**src/rtl/rst_seq_pkg.sv**
```systemverilog
// Shared definitions for the reset sequencer: FSM state encoding and tick-counter width.
package rst_seq_pkg;

  localparam int TICK_CNT_W = 16;

  typedef logic [TICK_CNT_W-1:0] tick_cnt_t;

  typedef enum logic [1:0] {
    WAIT_LOCK = 2'd0,
    HOLD      = 2'd1,
    RELEASE   = 2'd2,
    RUN       = 2'd3
  } state_e;

endpackage

```
**src/rtl/sync2.sv**
```systemverilog
// Two-flop synchronizer for a single asynchronous bit, cleared by the async reset.
module sync2 (
  input  logic clock,
  input  logic reset,
  input  logic d,
  output logic q
);

  logic sync_p0;
  logic sync_p1;

  always_ff @(posedge clock or posedge reset) begin
    if (reset) begin
      sync_p0 <= 1'b0;
      sync_p1 <= 1'b0;
    end else begin
      sync_p0 <= d;
      sync_p1 <= sync_p0;
    end
  end

  assign q = sync_p1;

endmodule

```
**src/rtl/reset_sequencer.sv**
```systemverilog
// Staggered multi-domain reset release: waits for PLL lock, holds all domains,
// then releases them one by one on prescaled ticks.
module reset_sequencer
  import rst_seq_pkg::*;
#(
  parameter int NUM_DOMAINS   = 3,
  parameter int PRESCALE_BITS = 8,
  parameter int HOLD_TICKS    = 16,
  parameter int STAGGER_TICKS = 4
) (
  input  logic                   clock,
  input  logic                   reset,
  input  logic                   pll_locked,
  input  logic                   ext_rst_req,
  output logic [NUM_DOMAINS-1:0] rst_o,
  output logic                   tick_o,
  output logic                   ready_o,
  output logic [1:0]             state_o
);

  localparam logic [PRESCALE_BITS-1:0] PRESC_ONE    = PRESCALE_BITS'(1);
  localparam tick_cnt_t                HOLD_LAST    = tick_cnt_t'(HOLD_TICKS - 1);
  localparam tick_cnt_t                STAGGER_LAST = tick_cnt_t'(STAGGER_TICKS - 1);
  localparam logic [NUM_DOMAINS-1:0]   ALL_RST      = '1;

  function automatic tick_cnt_t sat_inc(input tick_cnt_t v);
    return (v == '1) ? v : v + tick_cnt_t'(1);
  endfunction

  logic                     lock_s;
  logic [PRESCALE_BITS-1:0] presc;
  logic [PRESCALE_BITS-1:0] presc_nxt;
  logic [NUM_DOMAINS-1:0]   rst_shift;
  state_e                   state;
  tick_cnt_t                tick_cnt;

  sync2 u_lock_sync (
    .clock (clock),
    .reset (reset),
    .d     (pll_locked),
    .q     (lock_s)
  );

  // tick_o is registered one cycle ahead so it is high while the count is all-ones
  assign presc_nxt = presc + PRESC_ONE;

  always_ff @(posedge clock or posedge reset) begin
    if (reset) begin
      presc  <= '0;
      tick_o <= 1'b0;
    end else begin
      presc  <= presc_nxt;
      tick_o <= (presc_nxt == '1);
    end
  end

  // Releasing a domain shifts a zero in from bit 0; all-zero means every domain is out
  assign rst_shift = rst_o << 1;

  always_ff @(posedge clock or posedge reset) begin
    if (reset) begin
      state    <= WAIT_LOCK;
      rst_o    <= ALL_RST;
      ready_o  <= 1'b0;
      tick_cnt <= '0;
    end else if (!lock_s && state != WAIT_LOCK) begin
      state    <= WAIT_LOCK;
      rst_o    <= ALL_RST;
      ready_o  <= 1'b0;
      tick_cnt <= '0;
    end else if (ext_rst_req && state != WAIT_LOCK) begin
      state    <= HOLD;
      rst_o    <= ALL_RST;
      ready_o  <= 1'b0;
      tick_cnt <= '0;
    end else begin
      case (state)
        WAIT_LOCK: begin
          rst_o   <= ALL_RST;
          ready_o <= 1'b0;
          if (lock_s) begin
            state    <= HOLD;
            tick_cnt <= '0;
          end
        end
        HOLD, RELEASE: begin
          if (tick_o) begin
            if (tick_cnt == ((state == HOLD) ? HOLD_LAST : STAGGER_LAST)) begin
              rst_o    <= rst_shift;
              tick_cnt <= '0;
              if (rst_shift == '0) begin
                state   <= RUN;
                ready_o <= 1'b1;
              end else begin
                state <= RELEASE;
              end
            end else begin
              tick_cnt <= sat_inc(tick_cnt);
            end
          end
        end
        default: ;
      endcase
    end
  end

  assign state_o = state;

endmodule

```
**config.mk**
```make
export PLATFORM = sky130hd
export DESIGN_NAME = reset_sequencer
export DESIGN_NICKNAME = d
export VERILOG_FILES = /design/src/rtl/rst_seq_pkg.sv /design/src/rtl/sync2.sv /design/src/rtl/reset_sequencer.sv
export SDC_FILE = /design/constraint.sdc
export NUM_CORES = 1
export LEC_CHECK = 0
export ABC_AREA = 1
export CAP_MARGIN = 20
export CORE_AREA = 2 2 59 61
export CTS_BUF_LIST = sky130_fd_sc_hd__clkbuf_8
export CTS_CLUSTER_SIZE = 24
export DETAILED_ROUTE_END_ITERATION = 8
export DIE_AREA = 0 0 61 63
export PLACE_DENSITY = 0.87
export SYNTH_ARGS = -nofsm -noshare
export SYNTH_HDL_FRONTEND = slang
export SYNTH_SLANG_ARGS = --single-unit
```
**constraint.sdc**
```tcl
create_clock -name clock -period 1.8 [get_ports clock]
set_input_delay 0.36 -clock clock [delete_from_list [all_inputs] [get_ports clock]]
set_output_delay 0.36 -clock clock [all_outputs]
set_load 0.05 [all_outputs]
```
==> flow_summary.yaml <==
run_status:
  status: "finished clean"
routing:
  post-route-drc-count: 0
  via_per_inst: 5.10
  wl_met1_um: 1610
  wl_met2_um: 1860
  routed-wl-met3_um: 134
  num_vias: 1484
  top_layer: "met4"
  drtIter0Drc: 80
  ant_nets: 0
  drt_wl_total_um: 3690
  dr.pass1.iters: 4
  wl_per_cell_um: 12.7
timing:
  period_needed_ns: 1.69
  maxSlewHeadroom_pct: 72.6
  fin_crit_sh_pct: 94.1
  setup_violations: 0
  finalMaxSlewViolations: 0
  worstMarginPinSlew_ns: 0.411
  fmax_ghz: 0.591
  finalSetupTns_ns: 0
  hold_viol_final: 0
  skew_ns: 0.00438
critical_path:
  r2r_start: "tick_cnt[0]"
  r2r_setup_slack_ns: 0.11
  critPathSlowestCell: "dfrtp_1"
  critical_path_required_ns: 2.02
  critical_path.cell_chain: "ha_2, nand2_2, nor2_4, nand2_2, nor2_2, nand3_2, nand3_4, nand2_1, o21ai_2"
  reg2reg_to: "tick_cnt[8]"
  rr_worst_depth: 9
  cp-end-kind: "register"
  path_common_cell: "nand2_2"
  worstSetupPathType: "reg -> reg"
  startpoint_type: "register"
  cpPeakStageDelay_ns: 0.42
  arrival_ns: 1.91
  cp_max_fo: 8
die:
  coreArea_mm2: 0.00323
  initial_utilization_pct: 57.5
  die_area_mm2: 0.00384
  rows: 21
  die_h_um: 63
  pin_count: 11
  die_x_um: 61
logic_synthesis:
  syn_area_mm2: 0.00186
  synth_edf_count: 0
  synth_cells: 222
  synth.most_common_cell: "nand2_1"
  syn_area_per_cell_um2: 8.37
  ys_ff_latch: 33
  synth_top_area_share_pct: 40.4
  synth_top_cell_by_area: "dfrtp_1"
  ys_types: 26
  ys.warnings.count: 0
  syn_nets: 232
  async_reset_ff_share_pct: 100
  synthTopCellsByArea: "dfrtp_1 (40%), nand2_1 (12%), xor2_1 (6.6%)"
  synth_common_cells: "nand2_1 (58), dfrtp_1 (30), inv_1 (24)"
  ys_seq_area_share_pct: 44.6
  synthFlopType: "dfrtp_1"
cts:
  clk_pin_slew_worst_paths_ns: 0.07
  cts_tree: "done"
  cts_buffer_depth: 2
  ctsHtreeMaxLevel: 2
  cts_root_buf: "clkbuf_8"
  cts_made_buffers: 5
  clkSinkCount: 33
  insertion_delay_ns: 0.29
hold_path:
  hp-class: "reg -> reg"
  hold_path_depth: 0
  worstHoldStart: "u_lock_sync.sync_p0"
  whs_endpoint: "u_lock_sync.q"
placed_design:
  place_congestion: 0.884
  dpl.hpwl_um: 2460
  portBuffers: 10
  placed_area_mm2: 0.00203
  post-place-cells: 280
global_routing:
  track_usage_pct: 21.4
  grt_max_degree: 34
  grt_pass1_vias: 1455
  antenna_found_initial: 0
  overflow: 0
  grt_pass1_wl_um: 6180
final_layout:
  utilization_pct: 67.9
  n_antenna_cell: 0
  area_delta_synth_final_pct: 18.2
  drive_gt1_share_pct: 20.4
  finalInstanceArea_mm2: 0.00220
  layout.nets: 254
  final_cells: 291
power:
  ir_worst_vdd_mv: 0.869
  leakagePower_nw: 0.971
  power_w: 0.00292
  p_per_area_mw_per_mm2: 1330
run:
  cap_violations: 0
[state kept, by name (all words and copies together), names as in the netlist]
signal,flops
ready_o,1
u_lock_sync.q,1
rst_o,3
state_o,2
tick_o,1
tick_cnt,16
u_lock_sync.sync_p0,1
presc,8
[worst max path at each step]
stage | start | to | slack [ns] | cells past startpoint
detailed placement | ext_rst_req | tick_cnt[8] | 0.04 | 8
CTS | state_o[0] | tick_cnt[15] | 0.07 | 8
global placement | ext_rst_req | tick_cnt[7] | 0.11 | 8
finish | tick_cnt[0] | tick_cnt[8] | 0.11 | 9
floorplan | state_o[0] | tick_cnt[0] | 0.007 | 8
global route | state_o[1] | rst_o[2] | -0.02 | 10
[repair_timing]
action / 4_1_cts / 5_1_grt
buffers inserted: 0 / 2
endpoints found under the hold margin: 0 / 0
setup endpoints to repair: 0 / 22
hold buffers: 0 / 0
resized for setup: 0 / 7
[metal layers]
layer | vias to the layer above | global-route usage (%)
met3 | 9 | 6.42
met4 | 0 | 7.07
met2 | 30 | 33.3
li1 | 750 | -
met1 | 695 | 28.1
met5 | - | 0
[cells in the final DEF (no fill, tap or decap), types with 3 or more instances in the layout]
cell,n
ha_1,5
nand2_2,3
o21ai_1,5
xnor2_1,5
o21ai_0,8
nand2_1,57
nand4_1,3
inv_1,24
dfrtp_1,28
dfstp_2,3
o21ai_2,11
nor2_1,23
xor2_1,14
buf_4,11
clkbuf_8,6
clkdlybuf4s50_1,3
nand3_1,14
[area by class of cell]
cell class / instances / area (µm²)
Clock buffer: 6 / 82.6
Clock inverter: 2 / 33.8
Fill cell: 250 / 1040
Inverter: 25 / 93.8
Multi-Input combinational cell: 163 / 943
Sequential cell: 33 / 832
Tap cell: 46 / 57.6
Timing Repair Buffer: 16 / 153
[kinds of logic (layout without fill, tap and decap cells)]
logic type	after synthesis	in the layout	synth area share [%]
flip-flops	33	33	44.6
AO/OA/AOI/OAI	25	25	8.89
adder cells (fa/ha/maj)	6	6	4.04
XOR/XNOR	19	19	8.96
buffers and inverters	27	49	6.26
AND/OR/NAND/NOR	112	113	27.2
[metrics by stage]
step	setup slack, ns	hold WS, ns
3_5_place_dp	0.0416	0.343
6_report	0.107	0.361
3_3_place_gp	0.110	0.347
5_1_grt	-0.0216	0.369
2_1_floorplan	0.00706	0.331
4_1_cts	0.0671	0.359
[worst max-delay path: cells and delay by family (launching register included)]
kind | cells | cell delay (ns)
AND/OR/NAND/NOR | 7 | 0.89
flip-flops | 1 | 0.42
adder cells (fa/ha/maj) | 1 | 0.25
AO/OA/AOI/OAI | 1 | 0.06
[where the power goes]
part	total [W]	switching, W	leakage (nW)	internal (W)
Combinational	0.00125	0.000821	0.483	0.000432
Sequential	0.000941	0.0000864	0.425	0.000854
Clock	0.000727	0.000282	0.0626	0.000446
Power figures use the tool's default switching activity.
==> variant 1, RTL diff (same flow settings) <==
Set the package constant `TICK_CNT_W` to 20 (it was 16).
--- a/src/rtl/rst_seq_pkg.sv
+++ b/src/rtl/rst_seq_pkg.sv
@@ -3,3 +3,3 @@
 
-  localparam int TICK_CNT_W = 16;
+  localparam int TICK_CNT_W = 20;
 
Formal check against the unedited RTL: same outputs for any inputs over 10 cycles, from zero or initial values and one cycle with reset high; that may be too few to reach the edited logic, so the function may still have changed.
==> variant 1 against the original RTL <==
  * First-iteration DRC count increased to 3.7 times the old value
  * Routed wire length grew 60%
  * Worst setup slack got worse by 100 ps
  * Sequential cell count rose by 4
  * Clock power is 2% higher
  * Final area rose by 26%
  * Synthesized area up 19%
  * Power grew 34%
  * Utilization up 18 points
  * Non-clock buffer count grew 19
  * Critical endpoint is now tick_cnt[0]$_DFFE_PP0P_
  * Largest power group unchanged
==> variant 1: results (changes against the original RTL) <==
result of the run completed (unchanged); registers with the most flip-flops tick_cnt (20), presc (8), rst_o (3) (was tick_cnt (16), presc (8), rst_o (3)); Data arrival, critical path 2030 ps (was 1910 ps); fraction of final layout cells with drive strength greater than 1 22.38% (was 20.41%); pin count of the biggest net entering global routing 31 (was 34); xor and xnor area share after synthesis 3.171% (was 8.956%); routed wire length 5900 um (was 3691 um); Seq pwr share 26.4% (was 32.2%); relative slew slack 75.65% (was 72.58%); Pleak 1.345 nW (was 0.9711 nW); class of the worst hold path primary input to asynchronous set/reset pin (was flop to flop); top cells by count, synth nand2_1 (75), nor2_1 (50), nand3_1 (36) (was nand2_1 (58), dfrtp_1 (30), inv_1 (24)); largest cells by area after synthesis dfrtp_1 (39%), nand2_1 (13%), nor2_1 (8.5%) (was dfrtp_1 (40%), nand2_1 (12%), xor2_1 (6.6%)); worst supply voltage drop on vdd 0.001421 V (was 0.0008689 V); final-layout fill cell count 194 (was 250); Synth Area in Compound Gates 5.323% (was 8.889%); post-synthesis adder-cell area fraction 3.398% (was 4.040%); global router's overall resource usage 31.79% (was 21.40%); final net count 353 (was 254); Detailed Routing Iterations Pass 1 5 (was 4); Post-Synthesis Net Count 316 (was 232); Post-Route Skew 7.374 ps (was 4.382 ps); portion of the post-synthesis area used by sequential elements 42.07% (was 44.65%); CP Max Fanout 4 (was 8); fraction of power spent switching nets 43.89% (was 40.69%); detailed placer's ending HPWL 3720 um (was 2463 um); number of global-route vias before repair 2076 (was 1455); routed via count 2178 (was 1484)
variant 1: cell families (layout without fill, tap and decap cells):
group,after synthesis,after routing
flip-flops,37,37
AND/OR/NAND/NOR,190,190
adder cells (fa/ha/maj),6,6
AO/OA/AOI/OAI,21,21
buffers and inverters,44,82
XOR/XNOR,8,8
variant 1: power by group through the flow:
stage	Combinational, W	Sequential (W)	Clock (W)
final	0.00214	0.00103	0.000741
after global routing	0.00227	0.00104	0.000781
after CTS	0.00185	0.00103	0.000740
after detailed placement	0.00182	0.00104	0
after global placement	0.00177	0.00104	0
after floorplan	0.000928	0.00125	0
variant 1: what timing repair did:
action | in CTS | in global routing
resized for setup | 0 | 23
endpoints found under the setup margin | 0 | 26
hold buffers | 0 | 0
buffers inserted | 0 | 2
variant 1: final cells by class:
cell class | count | area, um^2 | area share, %
Clock buffer | 5 | 68.82 | 2.485
Tap cell | 46 | 57.56 | 2.079
Multi-Input combinational cell | 225 | 1189 | 42.93
Sequential cell | 37 | 933.4 | 33.71
Timing Repair Buffer | 35 | 322.8 | 11.66
Clock inverter | 3 | 46.29 | 1.672
Inverter | 39 | 151.4 | 5.468
variant 1: worst paths after layout:
check	endpoint	slack (ps)	startpoint	depth (start not counted)
setup / recovery	tick_cnt[0]$_DFFE_PP0P_	5	state_o[1]$_DFFE_PP0P_	13
hold reg to reg	u_lock_sync.q$_DFF_PP0_	350	u_lock_sync.sync_p0$_DFF_PP0_	0
max in group asynchronous	tick_cnt[11]$_DFFE_PP0P_	990	reset	3
hold / removal	u_lock_sync.q$_DFF_PP0_	330	reset	2
setup reg to reg	tick_cnt[0]$_DFFE_PP0P_	5	state_o[1]$_DFFE_PP0P_	13
min in group clock	u_lock_sync.q$_DFF_PP0_	350	u_lock_sync.sync_p0$_DFF_PP0_	0
variant 1: critical path: stages (launching register included):
cell     delay, ps
dfrtp_2        410
inv_2           80
ha_4           130
inv_2           60
nand2_4         70
nand2_4         80
nor2_4         140
buf_4          150
o21ai_2         90
buf_4          160
buf_4          120
nor2_1          90
nand2_1         70
nand2_1         70
variant 1: layer usage:
metal	vias up	GRT usage, %	share of wire [%]	routed length (um)
li1	1043	-	-	-
met1	1019	38.45	40	2349
met2	82	53.09	51	3009
met3	34	7.246	4.9	289
met4	0	13.04	4.3	252
met5	-	0	0	0
variant 1: through the flow:
stage / setup TNS (ps) / instances / worst slack [ps] / hold WS, ps / area (um^2)
after floorplan: -52.95 / 306 / -14.73 / 331.2 / 2248
after global placement: -663.4 / 380 / -66.46 / 334.6 / 2559
after detailed placement: -2605 / 380 / -160.7 / 341.1 / 2559
after CTS: 0 / 388 / 8.768 / 345.7 / 2674
after global routing: -495.7 / 390 / -91.14 / 357.7 / 2769
final: 0 / 390 / 5.165 / 329.8 / 2769
==> variant 2, RTL diff (same settings) <==
Made on the original files. Make the reset (`reset`) synchronous in 3 clocked blocks. Comments in the files are not updated.
--- a/src/rtl/sync2.sv
+++ b/src/rtl/sync2.sv
@@ -11,3 +11,3 @@
 
-  always_ff @(posedge clock or posedge reset) begin
+  always_ff @(posedge clock) begin
     if (reset) begin
--- a/src/rtl/reset_sequencer.sv
+++ b/src/rtl/reset_sequencer.sv
@@ -46,3 +46,3 @@
 
-  always_ff @(posedge clock or posedge reset) begin
+  always_ff @(posedge clock) begin
     if (reset) begin
@@ -59,3 +59,3 @@
 
-  always_ff @(posedge clock or posedge reset) begin
+  always_ff @(posedge clock) begin
     if (reset) begin
Function: differs if reset is asserted again (counterexample within 4 cycles, from zero or initial values and one cycle with reset high); with reset held inactive, the same outputs for 10 cycles.
==> variant 2 against the original RTL <==
  * Fmax fell by 1.9%
  * Sequential power fell by 12%
  * Worst setup slack got worse by 33 ps
  * Final area up 6.4%
  * Synthesized area is 5.5% higher
  * Routed wire length rose by 26%
  * Largest power group unchanged
  * Sequential cell count unchanged
  * Critical path type unchanged
  * Power down 8.0%
==> variant 2: results (changes against the original RTL) <==
diode insertion count for antenna repair 0 (unchanged); global router's overall resource usage 25.75% (was 21.40%); result of the run completed (unchanged); CP Max Fanout 7 (was 8); CP max stage cell dfxtp_4 (was dfrtp_1); delay of the slowest cell on the worst path 350 ps (was 420 ps); worst supply voltage drop on vdd 0.0007100 V (was 0.0008689 V); flop2flop setup slack 70 ps (was 110 ps); Pleak 1.029 nW (was 0.9711 nW); detailed placer's ending HPWL 3176 um (was 2463 um); number of global-route vias before repair 1770 (was 1455); iteration-0 DRC count of the detailed router 161 (was 80); Post-Route Skew 4.194 ps (was 4.382 ps); Detailed Routing Iterations Pass 1 4 (unchanged); relative slew slack 75.85% (was 72.58%); final net count 327 (was 254); async set-reset flop share out of synthesis 0% (was 100.0%); maximum buffer depth of the clock tree 2 (unchanged); distinct cell type count after synthesis 31 (was 26); largest cells by area after synthesis dfxtp_1 (34%), nand2_1 (12%), nor2_1 (9.4%) (was dfrtp_1 (40%), nand2_1 (12%), xor2_1 (6.6%)); Post-Synthesis Net Count 303 (was 232); final hold slack 402.1 ps (was 360.8 ps); fraction of final layout cells with drive strength greater than 1 21.38% (was 20.41%); per-cell via count in the routed design 5.247 (was 5.100); pin count of the biggest net entering global routing 13 (was 34); fraction of power spent switching nets 40.54% (was 40.69%); portion of the post-synthesis area used by sequential elements 33.72% (was 44.65%); top cells by count, synth nand2_1 (64), nor2_1 (49), inv_1 (41) (was nand2_1 (58), dfrtp_1 (30), inv_1 (24)); wire length of the first global-routing pass 7445 um (was 6182 um); routed wire length 4633 um (was 3691 um); final RePlAce weighted congestion 0.9440 (was 0.8836); startpoint of the lowest-slack register-to-register path state_o[1]$_SDFFE_PP0P_ (was tick_cnt[0]$_DFFE_PP0P_); beginning of the worst hold path u_lock_sync.sync_p0$_SDFF_PP0_ (was u_lock_sync.sync_p0$_DFF_PP0_); class of the worst hold path flop to flop (unchanged)
## variant 2: changes by cell type in the layout (fill, tap and decap cells not counted), sizes merged, moves of 9 or more
cell / unedited run / this run
dfxtp: 0 / 33
dfrtp: 30 / 0
nor2: 27 / 54
inv: 26 / 43
nand2: 60 / 72
o21ai: 24 / 15
## variant 2: worst reg2reg max path, delay by kind of cell, from the launching register on
kind / cells / cell delay, ps
AND/OR/NAND/NOR: 5 / 750
flip-flops: 1 / 350
adder cells (fa/ha/maj): 1 / 300
buffers and inverters: 2 / 140
AO/OA/AOI/OAI: 1 / 80
## variant 2: through the flow
stage                     util [%]  instance area, um^2  total power [W]  setup WS [ps]  cells
final                        72.28                 2336         0.002686          73.54    364
after global routing         72.28                 2336         0.002842         -69.16    364
after CTS                    69.65                 2251         0.002537          14.37    360
after detailed placement     66.09                 2136         0.001830          29.10    352
after global placement       66.09                 2136         0.001805          78.49    352
after floorplan                  -                 1978         0.001605         -19.04    293
## variant 2: cell families after synthesis
family          count (synthesis)  share of synthesized area (%)
compound gates                 27                          8.877
buf+inv                        50                          10.73
flops                          33                          33.72
fa+ha+maj                       6                          3.831
simple gates                  167                          38.38
xor+xnor                       10                          4.470
## variant 2: final timing paths
path / endpoint / cells after the start
max: tick_cnt[15]$_SDFFE_PP0P_ / 9
min reg2reg: u_lock_sync.q$_SDFF_PP0_ / 2
min: u_lock_sync.q$_SDFF_PP0_ / 2
max reg2reg: tick_cnt[15]$_SDFFE_PP0P_ / 9
## variant 2: final cells by class
type | instances | area (um^2)
tap | 46 | 57.56
timing repair buffer | 23 | 180.2
clock inverter | 3 | 46.29
multi-input combinational | 211 | 1145
inverter | 43 | 168.9
fill | 262 | 895.9
sequential | 33 | 669.4
clock buffer | 5 | 68.82
## variant 2: per-layer routing
layer  share of wire [%]  track usage [%]  routed length, um  vias to the layer above
li1                    -                -                  -                      974
met1                  41            29.32               1911                      832
met2                  49            45.97               2270                       75
met3                 5.6            6.211                258                       29
met4                 4.1            7.337                191                        0
met5                   0                0                  0                        -
## variant 2: timing repair
item / 4_1_cts / 5_1_grt
resized for setup: 0 / 15
endpoints found under the setup margin: 0 / 18
buffers inserted: 0 / 3
## variant 2: power by group through the flow
stage	combinational, W	clock [W]	sequential [W]
2_1_floorplan	0.000618	0	0.000987
3_3_place_gp	0.000965	0	0.000840
4_1_cts	0.00100	0.000707	0.000826
3_5_place_dp	0.000988	0	0.000843
6_report	0.00116	0.000697	0.000827
5_1_grt	0.00127	0.000742	0.000834
